**src/rtl/fifo_flex_if.sv**
```systemverilog
// Request/response bundle for fifo_flex: write, read, flush and flag-clear
// requests in, data, occupancy and status flags out.
interface fifo_flex_if #(
  parameter int FIFO_WIDTH = 8,
  parameter int FIFO_DEPTH = 64
);
  localparam int CNT_WIDTH = $clog2(FIFO_DEPTH + 1);

  logic                  i_flush;
  logic                  i_write;
  logic [FIFO_WIDTH-1:0] i_wdata;
  logic                  i_read;
  logic                  i_clr_flags;
  logic [FIFO_WIDTH-1:0] o_rdata;
  logic                  o_empty;
  logic                  o_full;
  logic                  o_almost_empty;
  logic                  o_almost_full;
  logic [CNT_WIDTH-1:0]  o_count;
  logic                  o_overflow;
  logic                  o_underflow;

  modport master (
    output i_flush, i_write, i_wdata, i_read, i_clr_flags,
    input  o_rdata, o_empty, o_full, o_almost_empty, o_almost_full,
           o_count, o_overflow, o_underflow
  );

  modport slave (
    input  i_flush, i_write, i_wdata, i_read, i_clr_flags,
    output o_rdata, o_empty, o_full, o_almost_empty, o_almost_full,
           o_count, o_overflow, o_underflow
  );
endinterface

```
**src/rtl/fifo_flex.sv**
```systemverilog
// Single-clock FIFO of arbitrary depth with registered or show-ahead output,
// programmable almost flags, sticky error flags and synchronous flush.
module fifo_flex #(
  parameter int FIFO_DEPTH    = 64,
  parameter int FIFO_WIDTH    = 8,
  parameter bit FWFT          = 1'b0,
  parameter int AFULL_THRESH  = FIFO_DEPTH - 1,
  parameter int AEMPTY_THRESH = 1
) (
  input  logic       i_clk,
  input  logic       i_rst_n,
  fifo_flex_if.slave bus
);
  localparam int PTR_WIDTH = $clog2(FIFO_DEPTH);
  localparam int CNT_WIDTH = $clog2(FIFO_DEPTH + 1);
  localparam logic [PTR_WIDTH-1:0] PTR_LAST = PTR_WIDTH'(FIFO_DEPTH - 1);
  localparam logic [CNT_WIDTH-1:0] CNT_FULL = CNT_WIDTH'(FIFO_DEPTH);

  logic [FIFO_WIDTH-1:0] mem_q [FIFO_DEPTH];
  logic [PTR_WIDTH-1:0]  ptr_w_q, ptr_w_d;
  logic [PTR_WIDTH-1:0]  ptr_r_q, ptr_r_d;
  logic [CNT_WIDTH-1:0]  count_q, count_d;
  logic                  overflow_q, overflow_d;
  logic                  underflow_q, underflow_d;
  logic                  empty, full, rd_ok, wr_ok;

  assign empty = (count_q == '0);
  assign full  = (count_q == CNT_FULL);

  always_comb begin
    // NOTE: every output of this block gets a default first, so no path can
    // leave a signal unassigned and infer a latch.
    ptr_w_d     = ptr_w_q;
    ptr_r_d     = ptr_r_q;
    count_d     = count_q;
    rd_ok       = bus.i_read & ~empty & ~bus.i_flush;
    wr_ok       = bus.i_write & (~full | rd_ok) & ~bus.i_flush;
    overflow_d  = (overflow_q & ~bus.i_clr_flags) | (bus.i_write & ~wr_ok & ~bus.i_flush);
    underflow_d = (underflow_q & ~bus.i_clr_flags) | (bus.i_read & ~rd_ok & ~bus.i_flush);

    if (bus.i_flush) begin
      ptr_w_d = '0;
      ptr_r_d = '0;
      count_d = '0;
    end else begin
      // Explicit wrap so depths that are not powers of two work.
      if (wr_ok) ptr_w_d = (ptr_w_q == PTR_LAST) ? '0 : ptr_w_q + PTR_WIDTH'(1);
      if (rd_ok) ptr_r_d = (ptr_r_q == PTR_LAST) ? '0 : ptr_r_q + PTR_WIDTH'(1);
      case ({wr_ok, rd_ok})
        2'b10:   count_d = count_q + CNT_WIDTH'(1);
        2'b01:   count_d = count_q - CNT_WIDTH'(1);
        default: count_d = count_q;
      endcase
    end
  end

  // NOTE: state uses non-blocking assignments so every flop samples the
  // pre-edge values; the reset here is synchronous and sampled on the edge.
  always_ff @(posedge i_clk) begin
    if (!i_rst_n) begin
      ptr_w_q     <= '0;
      ptr_r_q     <= '0;
      count_q     <= '0;
      overflow_q  <= 1'b0;
      underflow_q <= 1'b0;
    end else begin
      ptr_w_q     <= ptr_w_d;
      ptr_r_q     <= ptr_r_d;
      count_q     <= count_d;
      overflow_q  <= overflow_d;
      underflow_q <= underflow_d;
    end
  end

  // NOTE: storage has no reset; the pointers and count define what is valid,
  // and leaving the array unreset lets it map onto plain RAM.
  always_ff @(posedge i_clk) begin
    if (wr_ok) mem_q[ptr_w_q] <= bus.i_wdata;
  end

  if (FWFT) begin : g_show_ahead
    assign bus.o_rdata = mem_q[ptr_r_q];
  end else begin : g_registered
    logic [FIFO_WIDTH-1:0] rdata_q, rdata_d;

    always_comb rdata_d = rd_ok ? mem_q[ptr_r_q] : rdata_q;

    always_ff @(posedge i_clk) begin
      if (!i_rst_n) rdata_q <= '0;
      else          rdata_q <= rdata_d;
    end

    assign bus.o_rdata = rdata_q;
  end

  assign bus.o_empty        = empty;
  assign bus.o_full         = full;
  assign bus.o_almost_empty = (int'(count_q) <= AEMPTY_THRESH);
  assign bus.o_almost_full  = (int'(count_q) >= AFULL_THRESH);
  assign bus.o_count        = count_q;
  assign bus.o_overflow     = overflow_q;
  assign bus.o_underflow    = underflow_q;
endmodule

```
**src/flat_wrapper.sv**
```systemverilog
// flat-port wrapper written by rule: the top's interface ports become plain ports
module fifo_flex_flat 
#(
  parameter int FIFO_DEPTH    = 64,
  parameter int FIFO_WIDTH    = 8,
  parameter bit FWFT          = 1'b0,
  parameter int AFULL_THRESH  = FIFO_DEPTH - 1,
  parameter int AEMPTY_THRESH = 1
)
  (i_clk, i_rst_n, bus_i_flush, bus_i_write, bus_i_wdata, bus_i_read, bus_i_clr_flags, bus_o_rdata, bus_o_empty, bus_o_full, bus_o_almost_empty, bus_o_almost_full, bus_o_count, bus_o_overflow, bus_o_underflow);
  fifo_flex_if #(.FIFO_WIDTH(FIFO_WIDTH), .FIFO_DEPTH(FIFO_DEPTH)) bus_i ();
  input  logic i_clk;
  input  logic i_rst_n;
  input wire logic [$bits(bus_i.i_flush)-1:0] bus_i_flush;
  input wire logic [$bits(bus_i.i_write)-1:0] bus_i_write;
  input wire logic [$bits(bus_i.i_wdata)-1:0] bus_i_wdata;
  input wire logic [$bits(bus_i.i_read)-1:0] bus_i_read;
  input wire logic [$bits(bus_i.i_clr_flags)-1:0] bus_i_clr_flags;
  output wire logic [$bits(bus_i.o_rdata)-1:0] bus_o_rdata;
  output wire logic [$bits(bus_i.o_empty)-1:0] bus_o_empty;
  output wire logic [$bits(bus_i.o_full)-1:0] bus_o_full;
  output wire logic [$bits(bus_i.o_almost_empty)-1:0] bus_o_almost_empty;
  output wire logic [$bits(bus_i.o_almost_full)-1:0] bus_o_almost_full;
  output wire logic [$bits(bus_i.o_count)-1:0] bus_o_count;
  output wire logic [$bits(bus_i.o_overflow)-1:0] bus_o_overflow;
  output wire logic [$bits(bus_i.o_underflow)-1:0] bus_o_underflow;
  assign bus_i.i_flush = bus_i_flush;
  assign bus_i.i_write = bus_i_write;
  assign bus_i.i_wdata = bus_i_wdata;
  assign bus_i.i_read = bus_i_read;
  assign bus_i.i_clr_flags = bus_i_clr_flags;
  assign bus_o_rdata = bus_i.o_rdata;
  assign bus_o_empty = bus_i.o_empty;
  assign bus_o_full = bus_i.o_full;
  assign bus_o_almost_empty = bus_i.o_almost_empty;
  assign bus_o_almost_full = bus_i.o_almost_full;
  assign bus_o_count = bus_i.o_count;
  assign bus_o_overflow = bus_i.o_overflow;
  assign bus_o_underflow = bus_i.o_underflow;
  fifo_flex #(.FIFO_DEPTH(FIFO_DEPTH), .FIFO_WIDTH(FIFO_WIDTH), .FWFT(FWFT), .AFULL_THRESH(AFULL_THRESH), .AEMPTY_THRESH(AEMPTY_THRESH)) u_core (.i_clk(i_clk), .i_rst_n(i_rst_n), .bus(bus_i));
endmodule
```
**config.mk**
```make
export PLATFORM = sky130hd
export DESIGN_NAME = fifo_flex_flat
export DESIGN_NICKNAME = d
export VERILOG_FILES = /design/src/rtl/fifo_flex_if.sv /design/src/rtl/fifo_flex.sv /design/src/flat_wrapper.sv
export SDC_FILE = /design/constraint.sdc
export NUM_CORES = 1
export LEC_CHECK = 0
export ABC_CLOCK_PERIOD_IN_PS = 3500
export CAP_MARGIN = 40
export CORE_MARGIN = 2
export CORE_UTILIZATION = 55
export DETAILED_ROUTE_END_ITERATION = 6
export DONT_BUFFER_PORTS = 1
export PLACE_DENSITY = 0.78
export SLEW_MARGIN = 20
export SYNTH_ARGS = -nofsm -noshare
export SYNTH_HDL_FRONTEND = slang
export SYNTH_SLANG_ARGS = --single-unit
```
**constraint.sdc**
```tcl
create_clock -name i_clk -period 3.5 [get_ports i_clk]
set_input_delay 0.35 -clock i_clk [delete_from_list [all_inputs] [get_ports i_clk]]
set_output_delay 0.35 -clock i_clk [all_outputs]
set_load 0.01 [all_outputs]
```
# After elaboration in Yosys (flattened, before gate mapping)
# Memories as Yosys holds them, arrays and structs flattened. A register that Yosys moved wholly into a read port is not among the register bits.
# Index checks and enable logic that the tools add are counted.
# classes
n_addsub	4
n_mul	0
div_mod_pow	0
order_cmp	2
eq_ne	5
n_shift	0
muxes	5
n_bitwise	20
n_reduce_logical	4
# ops
operator	count
7-bit case mux with 2 select lines	1
6-bit by 1-bit adder with 6-bit output, second input constant	2
6-bit == test, second input constant	2
6-bit two-way mux	2
1-bit AND	10
7-bit by 1-bit adder with 7-bit output, second input constant	1
7-bit == test, second input constant	1
7-bit by 6-bit greater-or-equal comparator with 1-bit output, second input constant	1
7-bit by 1-bit <= comparator with 1-bit output, second input constant	1
7-bit zero test	1
1-bit NOT	7
7-bit by 1-bit subtractor with 7-bit output, second input constant	1
1-bit OR	3
2-bit by 1-bit == test with 1-bit output, second input constant	1
2-bit == test, second input constant	1
1-bit two-way mux	2
2-bit nonzero test	1
2-bit OR reduction	1
1-bit zero test	1
# totals
ff_bits	21
latchBits	0
ram_bits	512
mem_bits_ro	0
in_bits	14
elab_cells	46
mem_count	1
# memory_table
memory	depth	word_bits	rd	rd_ports_with_merged_regs	write_ports	line_no	rtl
u_core.mem_q	64	8	1	1	1	fifo_flex.sv:19	logic [FIFO_WIDTH-1:0] mem_q [FIFO_DEPTH];

# Depth between registers and ports, before layout
# Gate-level depths: netlist of the first run.
# logic_depth
ltp_word	11
ltp_mapped	12
mapped_depth_nobuf	10

# Least setup slack after synthesis of the first run
# No wires, ideal clock.
# synth_timing
path_kind	register -> register
from	reg u_core.count_q[0], in the netlist u_core.bus.o_count[0]
to	reg u_core.count_q[5], in the netlist u_core.bus.o_count[5]
setup_time_ps	128
arrival_time_ps	2772
required_ps	3372
path_slack_ps	600
stages_incl_launch_ff	13
period_less_slack_ps	2900
path_cell_list	dfxtp_1 > clkbuf_1 > inv_1 > ha_1 > a31oi_1 > clkbuf_1 > ha_1 > clkbuf_1 > nor4b_1 > a22oi_1 > nor3_1 > xnor2_1 > nor2_1
# synth_via
elab_chain_len	9
word_cells_on_any_way	15
# synth_rtl
item	line_no	rtl
start: declaration	fifo_flex.sv:22	logic [CNT_WIDTH-1:0] count_q, count_d;
start signal: assignment	fifo_flex.sv:69	count_q <= count_d;
7-bit zero test (*)	fifo_flex.sv:27	assign empty = (count_q == '0);
1-bit NOT (*)	fifo_flex.sv:36	rd_ok = bus.i_read & ~empty & ~bus.i_flush;
1-bit AND (*) (2 in series)	fifo_flex.sv:36	
net u_core.rd_ok	fifo_flex.sv:25	logic empty, full, rd_ok, wr_ok;
1-bit OR	fifo_flex.sv:37	wr_ok = bus.i_write & (~full | rd_ok) & ~bus.i_flush;
1-bit AND (2 in series)	fifo_flex.sv:37	
2-bit by 1-bit == test with 1-bit output / 2-bit == test (equally long branches)	fifo_flex.sv:49	case ({wr_ok, rd_ok})
7-bit case mux with 2 select lines / 2-bit nonzero test (equally long branches)	--	
# Mark *: on every way through the listed nets, which the timed path passes. The rest lies on a longest branch.
# A chain may end at the register's enable or synchronous reset.

# Final worst setup path of the first run
# layout_timing
from	reg u_core.count_q[0], in the netlist u_core.bus.o_count[0]
to	mem u_core.mem_q[12][1] (enable)
# layout_via
elab_chain_len	9
word_cells_on_any_way	11
# layout_rtl
item	line_no	rtl
7-bit zero test	fifo_flex.sv:27	
1-bit NOT	fifo_flex.sv:36	
1-bit AND (2 in series)	fifo_flex.sv:36	
1-bit OR (*)	fifo_flex.sv:37	
1-bit AND (*) (2 in series)	fifo_flex.sv:37	
1-bit two-way mux (*)	fifo_flex.sv:78	if (wr_ok) mem_q[ptr_w_q] <= bus.i_wdata;
1-bit two-way mux (not written as such) (*)	fifo_flex.sv:78	
end: declaration	fifo_flex.sv:19	
# Every way passes the cells marked *; elsewhere a longest branch is shown, timed or not.

==> flow_summary_export.csv, run 1 <==
group,metric,value,unit
run_status,status,"finished, final reports clean",
timing,final_hold_viol_count,0,
timing,setup_violations,0,
place,gp_congestion,0.906,
timing,tns,0,ps
final_layout,drive_above_1_share,17.4,%
run,cap_violations,0,
clock_network,clockBufferDepth,3,
synth,async_flop_share,0,%
drt,drtIter0Drc,1509,
grt,grt_pass1_wl,71.5,mm
drt,wl_per_cell,26.4,µm
place,place_hpwl,28.0,mm
clock_network,cts_sinks,541,
setup_path,worstPathRequired,3690,ps
drt,ant_nets,0,
clock_network,htree_levels,2,
clock_network,post_cts_resized,0,
clock_network,insertion_delay,570,ps
final_layout,diodes,0,
die,fp.dieW,203,µm
place,post-place-ws,548,ps
grt,antenna_found_initial,0,
clock_network,cts_tree,"yes",
timing,fmax,327,MHz
synth,syn_nets,1202,
drt,vias_per_cell,6.32,
synth,synthTopCellsByArea,"edfxtp_1 (71%), mux2i_1 (5.9%), mux4_2 (5.6%), dfxtp_1 (2.7%), mux4_1 (2.7%)",
grt,grt-ovfl-total,0,
timing,rsz0062_at_grt,"false",
pwr,p_leak,7.50,nW
die,initial_core_util,55.9,%
setup_path,path_max_fanout,10,
synth,seq_area_frac_synth,73.4,%
timing,drv_slew,0,
timing,maxSlewHeadroom,45.7,%
timing,period_share,87.3,%
final_layout,syn2layout_area_growth,12.6,%
synth,synth.largest_area_cell,"edfxtp_1",
min_path,hp-class,"primary input to register",
clock_network,cts_root_buf,"clkbuf_16",
die,rows,72,
drt,drc_errors,0,
die,coreArea,38800,µm²
setup_path,crit_slowest_cell,"nor2_1",
synth,synth_common_cells,"edfxtp_1 (512), mux2i_1 (129), nor2_1 (86), mux4_2 (54)",
timing,fin_worst_skew,14.2,ps
clock_network,numCtsBuffers,51,
setup_path,cpLargestDelayFamily,"simple AND/OR/NAND/NOR gates",
drt,routed_wl,47.5,mm
pwr,ir_worst_vdd,362,µV
setup_path,path_cells,"inv_1 > ha_1 > a41oi_2 > and2_1 > nand2_1 > nor2_1",
synth,synth_flop_cell,"edfxtp_1",
setup_path,cp_num_buf_inv,1,
final_layout,n_fill_cell,2571,
die,num_io_pins,35,
drt,vias,11379,
synth,yosysWarnings,0,
grt,grt_max_degree,65,
final_layout,nets,1261,
clock_network,post-cts-setup-buffers,0,
clock_network,hold_buffers,10,
drt,firstDrtPassIters,5,
setup_path,cp-end-kind,"register",
setup_path,crit_type,"register to register",
setup_path,critPathLaunchType,"register",
die,chipHeight,203,µm
timing,finalCriticalPeriod,3060,ps
grt,grtUsageTotal,23.5,%
grt,grt_pass1_vias,11459,
die,dieArea,41100,µm²
synth,synth_edf_count,512,
setup_path,slowest_delay,760,ps
clock_network,clkTransAtPathRegs,60,ps
timing,fin_ws,443,ps
synth,synth-seq-cells,541,
synth,yosysTopAreaCellShare,70.8,%
timing,worstMarginPinSlew,811,ps
setup_path,worst_ep_arrival_time,3250,ps
synth,syn_area,21700,µm²
place,io_buffers,0,
synth,syn_inst,1182,
synth,ys_types,60,
pwr,powerDensity,540,nW/µm²
synth,synth_area_per_cell,18.4,µm²
synth,synth.most_common_cell,"edfxtp_1",
## report_power, final
group / leakage (nW) / internal, mW / switching, mW
Sequential: 4.84 / 7.08 / 0.0151
Clock: 0.882 / 3.55 / 2.31
Combinational: 1.78 / 0.0791 / 0.173
## cell usage in the layout (no fill, tap or decap), types with 22 or more instances in the layout
| cell type | instances |
|---|---|
| clkbuf_16 | 54 |
| a22oi_1 | 32 |
| mux2i_1 | 129 |
| mux4_2 | 54 |
| nand2_1 | 32 |
| nor2_1 | 86 |
| dfxtp_1 | 26 |
| nand3_1 | 32 |
| mux4_1 | 22 |
| buf_4 | 60 |
| edfxtp_1 | 512 |
## cells by family (layout without fill, tap and decap cells)
logic type	after synthesis	in the layout	synth area share, %
xor gates and xnor gates	13	13	0.524
DFF	541	541	73.4
adders and majority gates	6	6	0.346
buffers and inverters	75	175	2.41
and+or+nand+nor	214	214	4.88
AOI/OAI and AO/OA	126	126	4.08
muxes	207	207	14.3
## sequential cells by signal (all words and copies together), names as in the netlist
signal / cells
u_core.mem_q: 512
u_core.bus.o_rdata: 8
u_core.bus.o_count: 7
u_core.ptr_r_q: 6
u_core.ptr_w_q: 6
u_core.bus.o_overflow: 1
u_core.bus.o_underflow: 1
## worst reg2reg max path: stages (launching register included)
cell     delay, ps
dfxtp_1        600
inv_1           90
ha_1           300
a41oi_2        330
and2_1         240
nand2_1        360
nor2_1         770
## metrics by stage
step	std cells	total power [mW]	hold WS, ps	util, %	area [µm²]
finish	1800	13.2	33.7	63.0	24500
global route	1800	13.5	35.0	63.0	24500
CTS	1799	13.3	18.6	63.0	24400
detailed placement	1695	7.35	458	57.7	22400
global placement	1694	7.35	457	57.7	22400
floorplan	1182	7.33	449	-	21700
## final timing paths
check | start | endpoint | slack, ps | depth (start not counted)
max reg2reg | u_core.bus.o_count[0] | u_core.mem_q[12][1] | 440 | 6
max | u_core.bus.o_count[0] | u_core.mem_q[12][1] | 440 | 6
min | bus_i_read | u_core.bus.o_overflow | 30 | 2
min reg2reg | u_core.ptr_w_q[1] | u_core.ptr_w_q[1] | 580 | 2
## layer usage
layer  part of all wire [%]  wire (µm)  global-route usage, %  up-vias
li1                       -          -                      -     4876
met1                     39      18300                   32.0     5788
met2                     48      22800                   37.3      616
met3                     10       4900                   6.16       99
met4                    3.0       1450                   8.03        0
met5                      0          0                      0        -
## area by class of cell
cell class	instances	area, µm²	area share (%)
tap	518	648	2.65
multi-input combinational	566	5250	21.5
inverter	7	26.3	0.107
clock buffer	70	1480	6.06
sequential	541	16000	65.2
timing repair buffer	74	771	3.15
clock inverter	24	327	1.33
No activity file was read; power rests on OpenSTA's default activity.
==> run 2, diff against run 1 <==
CORE_UTILIZATION = 56   (was 55)
PLACE_DENSITY = 0.79   (was 0.78)
RECOVER_POWER = 25   (was not set)
==> flow_summary_export.csv, run 2 (synthesized netlist as in run 1, its figures left out) <==
group,metric,value,unit
grt,grt_pass1_wl,71.9,mm
place,post_dp_cell_area,22400,µm²
clock_network,cts_root_buf,"clkbuf_16",
clock_network,cts_tree,"yes",
drt,drtIter0Drc,1544,
drt,wl_per_cell,26.8,µm
clock_network,insertion_delay,560,ps
final_layout,syn2layout_area_growth,11.4,%
final_layout,largest_register_ffs,512,
clock_network,htree_levels,2,
timing,drv_slew,520,
drt,ant_nets,0,
timing,fmax,317,MHz
grt,grt_max_degree,65,
drt,vias,11439,
drt,firstDrtPassIters,5,
die,chipHeight,201,µm
min_path,hold_path_depth,2,
place,dp_cells,1700,
pwr,p_leak,7.38,nW
clock_network,clockBufferDepth,3,
timing,tns,0,ps
setup_path,r2r_start,"u_core.bus.o_count[0]",
clock_network,post-cts-setup-buffers,0,
setup_path,path_max_fanout,10,
setup_path,worstPathRequired,3700,ps
setup_path,r2r_end,"u_core.mem_q[60][7]",
place,gp_congestion,0.895,
clock_network,clkTransAtPathRegs,60,ps
grt,grt_pass1_vias,11399,
min_path,whs_endpoint,"u_core.bus.o_overflow",
timing,final_hold_viol_count,0,
final_layout,largest-register,"u_core.mem_q",
grt,antenna_found_initial,2,
pwr,ir_worst_vdd,343,µV
min_path,holdCritStartpoint,"bus_i_read",
timing,maxSlewHeadroom,-127,%
timing,worstMarginPinSlew,3410,ps
place,post-place-ws,467,ps
timing,whs,53.0,ps
timing,finalCriticalPeriod,3160,ps
setup_path,reg2regPathDepth,6,
die,rows,72,
die,coreArea,38500,µm²
run_status,violations,"capacitance limit, slew limit",
final_layout,diodes,0,
place,place_hpwl,28.0,mm
drt,vias_per_cell,6.34,
timing,fin_worst_skew,21.8,ps
setup_path,critPathLaunchType,"register",
final_layout,mostFrequentLayoutCells,"edfxtp_1 (512), mux2i_1 (129), nor2_1 (86)",
setup_path,cp-end-kind,"register",
pwr,powerDensity,535,nW/µm²
final_layout,layout_commonest_cell,"edfxtp_1",
run_status,status,"finished with violations",
clock_network,numCtsBuffers,49,
die,initial_core_util,56.5,%
min_path,hp-class,"primary input to register",
timing,period_share,90.2,%
timing,rsz0062_at_grt,"false",
setup_path,r2r_slack,340,ps
final_layout,drive_above_1_share,16.6,%
drt,drc_errors,0,
final_layout,post-route-cell-area,24200,µm²
timing,setup_violations,0,
timing,fin_ws,343,ps
drt,routed_wl,48.3,mm
grt,grtUsageTotal,24.0,%
setup_path,crit_type,"register to register",
die,fp.dieW,201,µm
die,dieArea,40400,µm²
clock_network,cts_sinks,541,
die,num_io_pins,35,
grt,grt-ovfl-total,0,
final_layout,nets,1265,
final_layout,final_cells,1804,
place,io_buffers,0,
run,cap_violations,8,
setup_path,worst_ep_arrival_time,3350,ps
-- run 2: cell types whose count changed in the layout (fill, tap and decap cells not counted), moves of 2 or more --
cell	change
buf_4	+7
clkbuf_16	-3
clkinv_1	+11
clkbuf_1	+2
clkbuf_8	-7
buf_16	-8
-- run 2: layout make-up --
type,instances,area [µm²]
Sequential cell,541,16000
Inverter,7,26.3
Timing Repair Buffer,80,613
Multi-Input combinational cell,566,5250
Tap cell,518,648
Clock buffer,54,1290
Clock inverter,38,414
Fill cell,2550,14300
-- run 2: how the worst max path moves through the flow --
| stage | startpoint | to | slack, ps |
|---|---|---|---|
| after floorplan | u_core.bus.o_count[0] | u_core.bus.o_count[5] | 600 |
| after global placement | u_core.bus.o_count[0] | u_core.mem_q[12][4] | 660 |
| after detailed placement | u_core.bus.o_count[0] | u_core.mem_q[17][2] | 470 |
| after CTS | u_core.bus.o_count[0] | u_core.mem_q[60][7] | 410 |
| after global routing | u_core.bus.o_count[0] | u_core.mem_q[9][0] | 150 |
| final | u_core.bus.o_count[0] | u_core.mem_q[60][7] | 340 |
-- run 2: per-stage QoR --
stage                     power, mW  utilization, %
after floorplan                7.33               -
after global placement         7.35            58.3
after detailed placement       7.35            58.3
after CTS                      13.0            63.3
after global routing           13.2            62.9
final                          12.9            62.9
-- run 2: where the power goes --
group	total (mW)	leakage, nW	switching (mW)	internal, mW
clock	5.60	0.823	2.28	3.32
combinational	0.229	1.72	0.175	0.0531
sequential	7.11	4.84	0.0150	7.10
total	12.9	7.38	2.47	10.5
-- run 2: timing repair --
action,in CTS,in global routing
endpoints found under the setup margin,0,0
hold buffers,10,0
endpoints found under the hold margin,522,0
resized for setup,0,0
-- run 2: per-layer routing --
layer	track usage, %	share of wire, %
met4	8.86	3.2
met2	38.6	49
met1	32.5	39
met3	5.37	9.1
met5	0	0.056
-- run 2: critical path, cell delays in order, from the launching register on --
cell     delay, ps
dfxtp_1        610
inv_1           90
ha_1           310
a41oi_2        440
and2_1         260
nand2_1        380
nor2_1         700
==> run 3, diff against run 2 <==
HOLD_SLACK_MARGIN = 0.02   (was not set)
==> results of run 3 <==
Final layout, timing and power as in run 2 (identical DEF).
